### src/rtl/and_gate_exerciser.sv
// Stimulus/response exerciser for a 2-input AND gate: drives a/b vectors, checks y,
// and collects per-bin coverage and a mismatch count into an on-chip pass/fail result.
module and_gate_exerciser #(
    parameter int           CNT_W    = 8,
    parameter int           HITS_REQ = 4,
    parameter int           MAX_CYC  = 255,
    parameter logic [7:0]   SEED     = 8'hA5
) (
    input  logic                 clk,
    input  logic                 rst_n,
    input  logic                 start,
    input  logic                 mode_rand,
    output logic                 a_o,
    output logic                 b_o,
    input  logic                 y_i,
    output logic                 busy,
    output logic                 done,
    output logic                 pass,
    output logic [CNT_W-1:0]     err_cnt,
    output logic [4*CNT_W-1:0]   bin_hits
);

    typedef enum logic [1:0] {
        IDLE = 2'b00,
        RUN  = 2'b01,
        DONE = 2'b10
    } state_t;

    function automatic logic [CNT_W-1:0] sat_inc(input logic [CNT_W-1:0] v);
        if (v == {CNT_W{1'b1}}) begin
            return v;
        end else begin
            return v + CNT_W'(1);
        end
    endfunction

    // Fibonacci LFSR for x^8+x^6+x^5+x^4+1, shifting towards the MSB.
    function automatic logic [7:0] lfsr_step(input logic [7:0] v);
        return {v[6:0], v[7] ^ v[5] ^ v[4] ^ v[3]};
    endfunction

    state_t             state_r, state_next_s;
    logic               a_r, b_r, busy_r, done_r, pass_r, mode_r;
    logic [CNT_W-1:0]   err_cnt_r, chk_cnt_r;
    logic [CNT_W-1:0]   bin_r     [4];
    logic [CNT_W-1:0]   bin_inc_s [4];
    logic [CNT_W-1:0]   err_inc_s, chk_inc_s;
    logic [7:0]         lfsr_r, seed_step_s, lfsr_adv_s;
    logic [1:0]         seq_r, first_vec_s, next_vec_s;
    logic               cov_s, timeout_s;

    // Post-increment counters, exit conditions, vector selection and next state.
    always_comb begin
        state_next_s = state_r;
        cov_s        = 1'b1;
        for (int i = 0; i < 4; i++) begin
            if ({a_r, b_r} == 2'(i)) begin
                bin_inc_s[i] = sat_inc(bin_r[i]);
            end else begin
                bin_inc_s[i] = bin_r[i];
            end
            cov_s = cov_s & (bin_inc_s[i] >= CNT_W'(HITS_REQ));
        end
        if (y_i != (a_r & b_r)) begin
            err_inc_s = sat_inc(err_cnt_r);
        end else begin
            err_inc_s = err_cnt_r;
        end
        chk_inc_s   = sat_inc(chk_cnt_r);
        timeout_s   = (chk_inc_s == CNT_W'(MAX_CYC));
        seed_step_s = lfsr_step(SEED);
        lfsr_adv_s  = lfsr_step(lfsr_r);
        first_vec_s = mode_rand ? seed_step_s[1:0] : 2'b00;
        next_vec_s  = mode_r ? lfsr_adv_s[1:0] : (seq_r + 2'b01);
        case (state_r)
            IDLE: begin
                if (start) begin
                    state_next_s = RUN;
                end else begin
                    state_next_s = IDLE;
                end
            end
            RUN: begin
                if (cov_s || timeout_s) begin
                    state_next_s = DONE;
                end else begin
                    state_next_s = RUN;
                end
            end
            DONE: begin
                if (start) begin
                    state_next_s = RUN;
                end else begin
                    state_next_s = DONE;
                end
            end
            default: state_next_s = IDLE;
        endcase
    end

    // State register.
    always_ff @(posedge clk or negedge rst_n) begin
        if (!rst_n) begin
            state_r <= IDLE;
        end else begin
            state_r <= state_next_s;
        end
    end

    // Datapath: run setup on start, per-cycle check/advance in RUN, result capture on exit.
    always_ff @(posedge clk or negedge rst_n) begin
        if (!rst_n) begin
            a_r       <= 1'b0;
            b_r       <= 1'b0;
            busy_r    <= 1'b0;
            done_r    <= 1'b0;
            pass_r    <= 1'b0;
            mode_r    <= 1'b0;
            err_cnt_r <= {CNT_W{1'b0}};
            chk_cnt_r <= {CNT_W{1'b0}};
            lfsr_r    <= SEED;
            seq_r     <= 2'b00;
            for (int i = 0; i < 4; i++) begin
                bin_r[i] <= {CNT_W{1'b0}};
            end
        end else begin
            case (state_r)
                IDLE, DONE: begin
                    if (start) begin
                        {a_r, b_r} <= first_vec_s;
                        busy_r     <= 1'b1;
                        done_r     <= 1'b0;
                        pass_r     <= 1'b0;
                        mode_r     <= mode_rand;
                        err_cnt_r  <= {CNT_W{1'b0}};
                        chk_cnt_r  <= {CNT_W{1'b0}};
                        lfsr_r     <= seed_step_s;
                        seq_r      <= 2'b00;
                        for (int i = 0; i < 4; i++) begin
                            bin_r[i] <= {CNT_W{1'b0}};
                        end
                    end
                end
                RUN: begin
                    err_cnt_r <= err_inc_s;
                    chk_cnt_r <= chk_inc_s;
                    for (int i = 0; i < 4; i++) begin
                        bin_r[i] <= bin_inc_s[i];
                    end
                    if (state_next_s == DONE) begin
                        pass_r <= (err_inc_s == {CNT_W{1'b0}}) && cov_s;
                        a_r    <= 1'b0;
                        b_r    <= 1'b0;
                        busy_r <= 1'b0;
                        done_r <= 1'b1;
                    end else begin
                        {a_r, b_r} <= next_vec_s;
                        seq_r      <= next_vec_s;
                        if (mode_r) begin
                            lfsr_r <= lfsr_adv_s;
                        end
                    end
                end
                default: begin
                    busy_r <= 1'b0;
                    done_r <= 1'b0;
                end
            endcase
        end
    end

    assign a_o     = a_r;
    assign b_o     = b_r;
    assign busy    = busy_r;
    assign done    = done_r;
    assign pass    = pass_r;
    assign err_cnt = err_cnt_r;

    for (genvar g = 0; g < 4; g++) begin : g_bins
        assign bin_hits[g*CNT_W +: CNT_W] = bin_r[g];
    end

endmodule
### config.mk
export PLATFORM = sky130hd
export DESIGN_NAME = and_gate_exerciser
export DESIGN_NICKNAME = d
export VERILOG_FILES = /design/src/rtl/and_gate_exerciser.sv
export SDC_FILE = /design/constraint.sdc
export NUM_CORES = 1
export LEC_CHECK = 0
export ABC_AREA = 1
export ABC_CLOCK_PERIOD_IN_PS = 3020
export BUFFER_PORTS_ARGS = -buffer_cell sky130_fd_sc_hd__buf_4
export CORE_MARGIN = 2
export CORE_UTILIZATION = 59
export CTS_CLUSTER_SIZE = 14
export DETAILED_ROUTE_END_ITERATION = 8
export PLACE_DENSITY_LB_ADDON = 0.08
export SLEW_MARGIN = 10
export SYNTH_ARGS = -nofsm -noshare
export SYNTH_HDL_FRONTEND = slang
export SYNTH_SLANG_ARGS = --single-unit
### constraint.sdc
create_clock -name clk -period 3.02 [get_ports clk]
set_clock_uncertainty 0.1 [all_clocks]
set_input_delay 0.453 -clock clk [delete_from_list [all_inputs] [get_ports clk]]
set_output_delay 0.453 -clock clk [all_outputs]
set_load 0.01 [all_outputs]
# Word level (Yosys, flattened, before mapping)
# Index checks and enable logic that the tools add are counted.
# totals
ff_bits	66
in_bits	5
elab_cells	107
out_inout_bits	45
# op_classes
n_addsub	7
reduce_logical	13
muxes	43
n_eq_ne	18
bitwise_logic	7
n_lt_le_gt_ge	4
# ops
operator	n
$mux W8	15
$pmux W32 S2	1
$eq A8 B8 Y1 const B	7
$add A8 B1 Y8 const B	6
$pmux W8 S2	3
$ge A8 B3 Y1 const B	4
$mux W32	1
$mux W2	6
$mux W1	10
$pmux W1 S2	5
$eq A2 B2 Y1 const B	4
$logic_not A8 Y1	1
$ne A2 B2 Y1 const B	4
$pmux W2 S3	1
$reduce_and A2 Y1	3
$reduce_and A3 Y1	2
$and A1 B1 Y1	4
$eq A2 B1 Y1 const B	2
$logic_not A2 Y1	2
$pmux W2 S2	1
$reduce_and A4 Y1	1
$xor A1 B1 Y1	3
$add A2 B1 Y2 const B	1
$reduce_bool A2 Y1	1
4 further kinds	4

# Longest topological paths before layout
# depth
word_depth	13
ltp_mapped	17
mapped_depth_nobuf	17

# Worst setup path before layout
# No wires, ideal clock.
# synth_path
path_kind	register -> register
startpoint	register bin_r (netlist bit bin_hits[25])
endpoint	register lfsr_r[6]
path_stages_with_launch	16
required_time_ns	2.801
t_arrival_ns	1.976
slack_ns	0.825
setup_ns	0.119
synth_period_minus_slack_ns	2.195
path_buffers	1
path_cell_list	dfrtp_1 ha_1 nand2_1 nor2_1 nand2_1 nand4_1 nand3_1 nor2_1 nand2_1 nand2_1 nor2_4 o21ai_4 nand2_4 buf_6 nand2_2 o21ai_2
# synth_between
elab_chain_cells	11
word_cells_on_any_way	12
cone_classes	1 x add/sub; 1 x order compare; 3 x eq/ne; 4 x mux; 1 x bitwise; 2 x reduce/logical
# synth_lines
item	line	source
start, declared	45	logic [CNT_W-1:0] bin_r [4];
start signal, assigned by index	124	bin_r[i] <= {CNT_W{1'b0}};
start signal, assigned by index	140	bin_r[i] <= {CNT_W{1'b0}};
start signal, assigned by index	148	bin_r[i] <= bin_inc_s[i];
$add A8 B1 Y8 / $eq A8 B8 Y1 (equally long branches)	33, 30	
$mux W8	30	if (v == {CNT_W{1'b1}}) begin
$mux W8 *	57	if ({a_r, b_r} == 2'(i)) begin
$ge A8 B3 Y1 *	62	cov_s = cov_s & (bin_inc_s[i] >= CNT_W'(HITS_REQ));
$and A1 B1 Y1 *	62	
$logic_or A1 B1 Y1 *	84	if (cov_s || timeout_s) begin
$mux W2 *	84	
$pmux W2 S3 *	75	case (state_r)
$eq A2 B2 Y1 *	150	if (state_next_s == DONE) begin
$ne A2 B2 Y1 (no source line) *	-	
$reduce_and A4 Y1 (no source line) *	-	
end signal, assigned	137	lfsr_r <= seed_step_s;
end signal, assigned	160	lfsr_r <= lfsr_adv_s;
end, declared	48	logic [7:0] lfsr_r, seed_step_s, lfsr_adv_s;
# Every way passes the cells marked *; elsewhere a longest branch is shown, timed or not.
# A chain may end at the register's enable or synchronous reset.

# Final worst setup path
# layout_path
startpoint	register bin_r (netlist bit bin_hits[9])
endpoint	register lfsr_r[4]
# layout_between
elab_chain_cells	13
word_cells_on_any_way	14
cone_classes	1 x add/sub; 1 x order compare; 3 x eq/ne; 4 x mux; 3 x bitwise; 2 x reduce/logical
# layout_lines
item	line
$add A8 B1 Y8 / $eq A8 B8 Y1 (equally long branches)	33, 30
$mux W8	30
$mux W8 *	57
$ge A8 B3 Y1 *	62
$and A1 B1 Y1 * (3 in series)	62
$logic_or A1 B1 Y1 *	84
$mux W2 *	84
$pmux W2 S3 *	75
$eq A2 B2 Y1 *	150
$ne A2 B2 Y1 (no source line) *	-
$reduce_and A4 Y1 (no source line) *	-
# Marks and branches as above.

==> parameters.txt <==
Parameter                              Value

Run status
  Run status    completed

Yosys
  Number of synthesis warnings    0
  Syn Nets    558
  Per-instance average area after synthesis    7.41 sq um
  Sequential-to-total area share from yosys stat    40.9%
  Post-synthesis instance total    547
  Count of unique library cells instantiated by Yosys    35
  Total standard cell area after synthesis    4050 sq um
  #FFs+latches synth    66

Critical path
  Start point of the critical path    bin_hits[9]
  Crit end category    flip-flop
  Critical path destination    lfsr_r[4]
  R2R setup slack    0.57 ns
  Critical path class    reg2reg
  Req. time, crit path    3.15 ns
  Launching point of the worst reg2reg path    bin_hits[9]
  Depth of the worst register-to-register path    14
  Critical path data arrival time    2.58 ns
  Capture point of the worst reg-to-reg path    lfsr_r[4]
  Sort of element at the start of the critical path    flip-flop
  Maximum fanout count along the critical path    16

Route
  Router iterations before antenna repair    5
  Post-route antenna net violation count    0
  WL per Instance    13.9 um
  Via count of the routed design    3792
  Initial DRC count    189
  Post-route DRC violation count    0
  Vias per cell    5.54
  Aggregate routed wire length    9.52 mm

Placed design
  Final Wtd Congestion    0.861
  Detailed placer's ending HPWL    6.76 mm
  Port Buffer Count    49

Floorplanning
  Effective utilization at floorplan    60.3%
  Count of standard-cell rows    30
  Number of top-level pins    50
  Total Die Area    7550 sq um
  DIE WIDTH    86.9 um
  Core area    6720 sq um
  Die boundary height    86.9 um

Layout
  Number of antenna repair diodes    0
  Number of nets in the finished design    610
  Area added between synthesis and finish    15.5%
  Fill cell total of the finished layout    538
  Fraction of final layout cells sized beyond drive strength 1    17.7%

Power and ir drop
  Cell internal pwr    2.69 mW
  Peak supply drop    553 uV
  Share of total power in the clock network    13.3%
  Fraction of power spent switching nets    48.3%
  Power density over the cells    1110 nW/um^2
  Fraction of power consumed by sequential logic    32.8%
  Tot Pwr    5.20 mW
  Switching power of the nets    2.51 mW
  Leakage power    2.26 nW
  Part of the total power dissipated in combinational logic    53.9%

CTS
  CTS tree    built
  Clk_lat worst skew    0.34 ns
  Clock transition at the registers of the reported paths    0.07 ns
  Deepest level of the CTS H-tree    3
  Total of cells resized after clock tree synthesis    0
  CTS Buf Count    9
  Hold-fix buffers at CTS    0
  TritonCTS Sinks    66
  Root Buffer    sky130_fd_sc_hd__clkbuf_8
  Number of setup buffers added after CTS    0
  Clk buf depth    2

Global route
  Global routing usage summed across all routing layers    26.5%
  Total gr overflow    0
  Vias in the first global route    3499
  Global-route wire length before repair    15.8 mm
  Largest net degree at the start of global routing    67
  Initial antenna violation count    0

Timing
  Setup repair after global routing missed its margin    false
  Transition time at the pin with the least slew margin    0.838 ns
  Share of the clock period used by the worst path    81.1%
  Aggregate negative setup slack    0 ns
  Fin crit period    2.45 ns
  Tightest slew margin relative to the limit    44.2%
  Final number of max-transition violations    0
  Final-report setup violation count    0
  Max Clk Rate    0.408 GHz
  Hold Vio Cnt, Final    0

Run
  Max-cap violations    0

Worst hold path
  Min-Delay Path Class    in2async
## flip-flops by register name (all words and copies together) (netlist names)
name and flops:
busy 1, bin_hits 32, state_r 2, seq_r 2, err_cnt 8, pass 1, done 1, a_o 1
b_o 1, lfsr_r 8, mode_r 1, chk_cnt_r 8
## cells in the final DEF (no fill, tap or decap), types with 6 or more instances in the layout
cell / count
sky130_fd_sc_hd__clkbuf_8: 11
sky130_fd_sc_hd__ha_1: 6
sky130_fd_sc_hd__xor2_1: 13
sky130_fd_sc_hd__o21ai_2: 9
sky130_fd_sc_hd__dfrtp_1: 62
sky130_fd_sc_hd__nand4_1: 17
sky130_fd_sc_hd__buf_4: 54
sky130_fd_sc_hd__nand3_1: 65
sky130_fd_sc_hd__o22ai_1: 27
sky130_fd_sc_hd__xnor2_1: 7
sky130_fd_sc_hd__nor2_1: 47
sky130_fd_sc_hd__inv_1: 71
sky130_fd_sc_hd__nand2_1: 135
sky130_fd_sc_hd__o21ai_0: 31
## synthesized netlist by cell type (all sizes together)
cell / instances / area [sq um]
xor2: 13 / 114
xnor2: 7 / 61.3
ha: 6 / 75.1
nand4: 18 / 119
clkinv: 2 / 12.5
nand3b: 2 / 15.0
nand2: 140 / 543
o21ai: 45 / 270
o21a: 1 / 7.51
buf: 3 / 23.8
nor2: 56 / 258
clkbuf: 10 / 37.5
and2: 1 / 6.26
nand3: 66 / 343
or2: 1 / 6.26
nor3: 1 / 5.00
inv: 74 / 278
o22ai: 27 / 169
dfstp: 4 / 105
a21oi: 8 / 51.3
dfrtp: 62 / 1550
## metal layers
metal | part of all wire [%] | up-vias | global-route usage (%)
met4 | 2.1 | 0 | 9.09
met1 | 46 | 1762 | 35.4
met5 | 0 | - | 0
li1 | - | 1899 | -
met2 | 48 | 109 | 43.7
met3 | 4.6 | 22 | 4.74
## worst max-delay path: stages, from the launching register on
cell,delay (ns)
sky130_fd_sc_hd__dfrtp_1,0.44
sky130_fd_sc_hd__ha_1,0.24
sky130_fd_sc_hd__nand2_1,0.08
sky130_fd_sc_hd__nor2_2,0.15
sky130_fd_sc_hd__nand2_1,0.16
sky130_fd_sc_hd__nand3_1,0.12
sky130_fd_sc_hd__nand2_1,0.07
sky130_fd_sc_hd__a21oi_1,0.15
sky130_fd_sc_hd__nand3_1,0.12
sky130_fd_sc_hd__nand2_1,0.12
sky130_fd_sc_hd__nor2_4,0.06
sky130_fd_sc_hd__o21ai_4,0.19
sky130_fd_sc_hd__nand2_4,0.18
sky130_fd_sc_hd__nand2_1,0.12
sky130_fd_sc_hd__o21ai_2,0.05
## worst min-delay path by stage
stage / to / slack [ns] / cells after the start
6_report: bin_hits[12] / 0.1 / 1
3_5_place_dp: busy / 0.36 / 2
3_3_place_gp: lfsr_r[7] / 0.37 / 2
2_1_floorplan: a_o / 0.06 / 0
4_1_cts: mode_r / 0.14 / 1
5_1_grt: state_r[0] / 0.20 / 1
## layout make-up
cell class	instances	area (sq um)	area share (%)
multi-input combinational	392	2040	43.7
sequential	66	1660	35.4
timing repair buffer	54	405	8.67
inverter	76	290	6.20
clock buffer	12	155	3.32
tap	80	100	2.14
clock inverter	4	27.5	0.588
## power by group through the flow
stage | clock network [mW] | logic (mW) | registers (mW)
floorplan | 0 | 1.87 | 1.73
global placement | 0 | 2.73 | 1.70
detailed placement | 0 | 2.79 | 1.71
CTS | 0.704 | 2.80 | 1.70
global route | 0.747 | 3.11 | 1.76
finish | 0.693 | 2.80 | 1.70
## stage by stage
stage / std cells / cell area (sq um) / util [%] / hold WS [ns] / setup WS [ns]
global placement: 668 / 4500 / 66.9 / 0.369 / 0.598
detailed placement: 668 / 4500 / 66.9 / 0.360 / 0.574
global route: 684 / 4680 / 69.6 / 0.196 / 0.311
finish: 684 / 4680 / 69.6 / 0.0967 / 0.571
CTS: 684 / 4680 / 69.6 / 0.145 / 0.559
floorplan: 547 / 4050 / - / 0.0574 / 0.825
## kinds of logic (layout without fill, tap and decap cells)
family	after synthesis	count (layout)	synth area share, %
AND/OR/NAND/NOR	285	285	32.0
buffers and inverters	89	146	8.68
AO/OA/AOI/OAI	81	81	12.3
flip-flops	66	66	40.9
XOR/XNOR	20	20	4.32
adder cells (fa/ha/maj)	6	6	1.85
(Power assumes the default switching activity.)
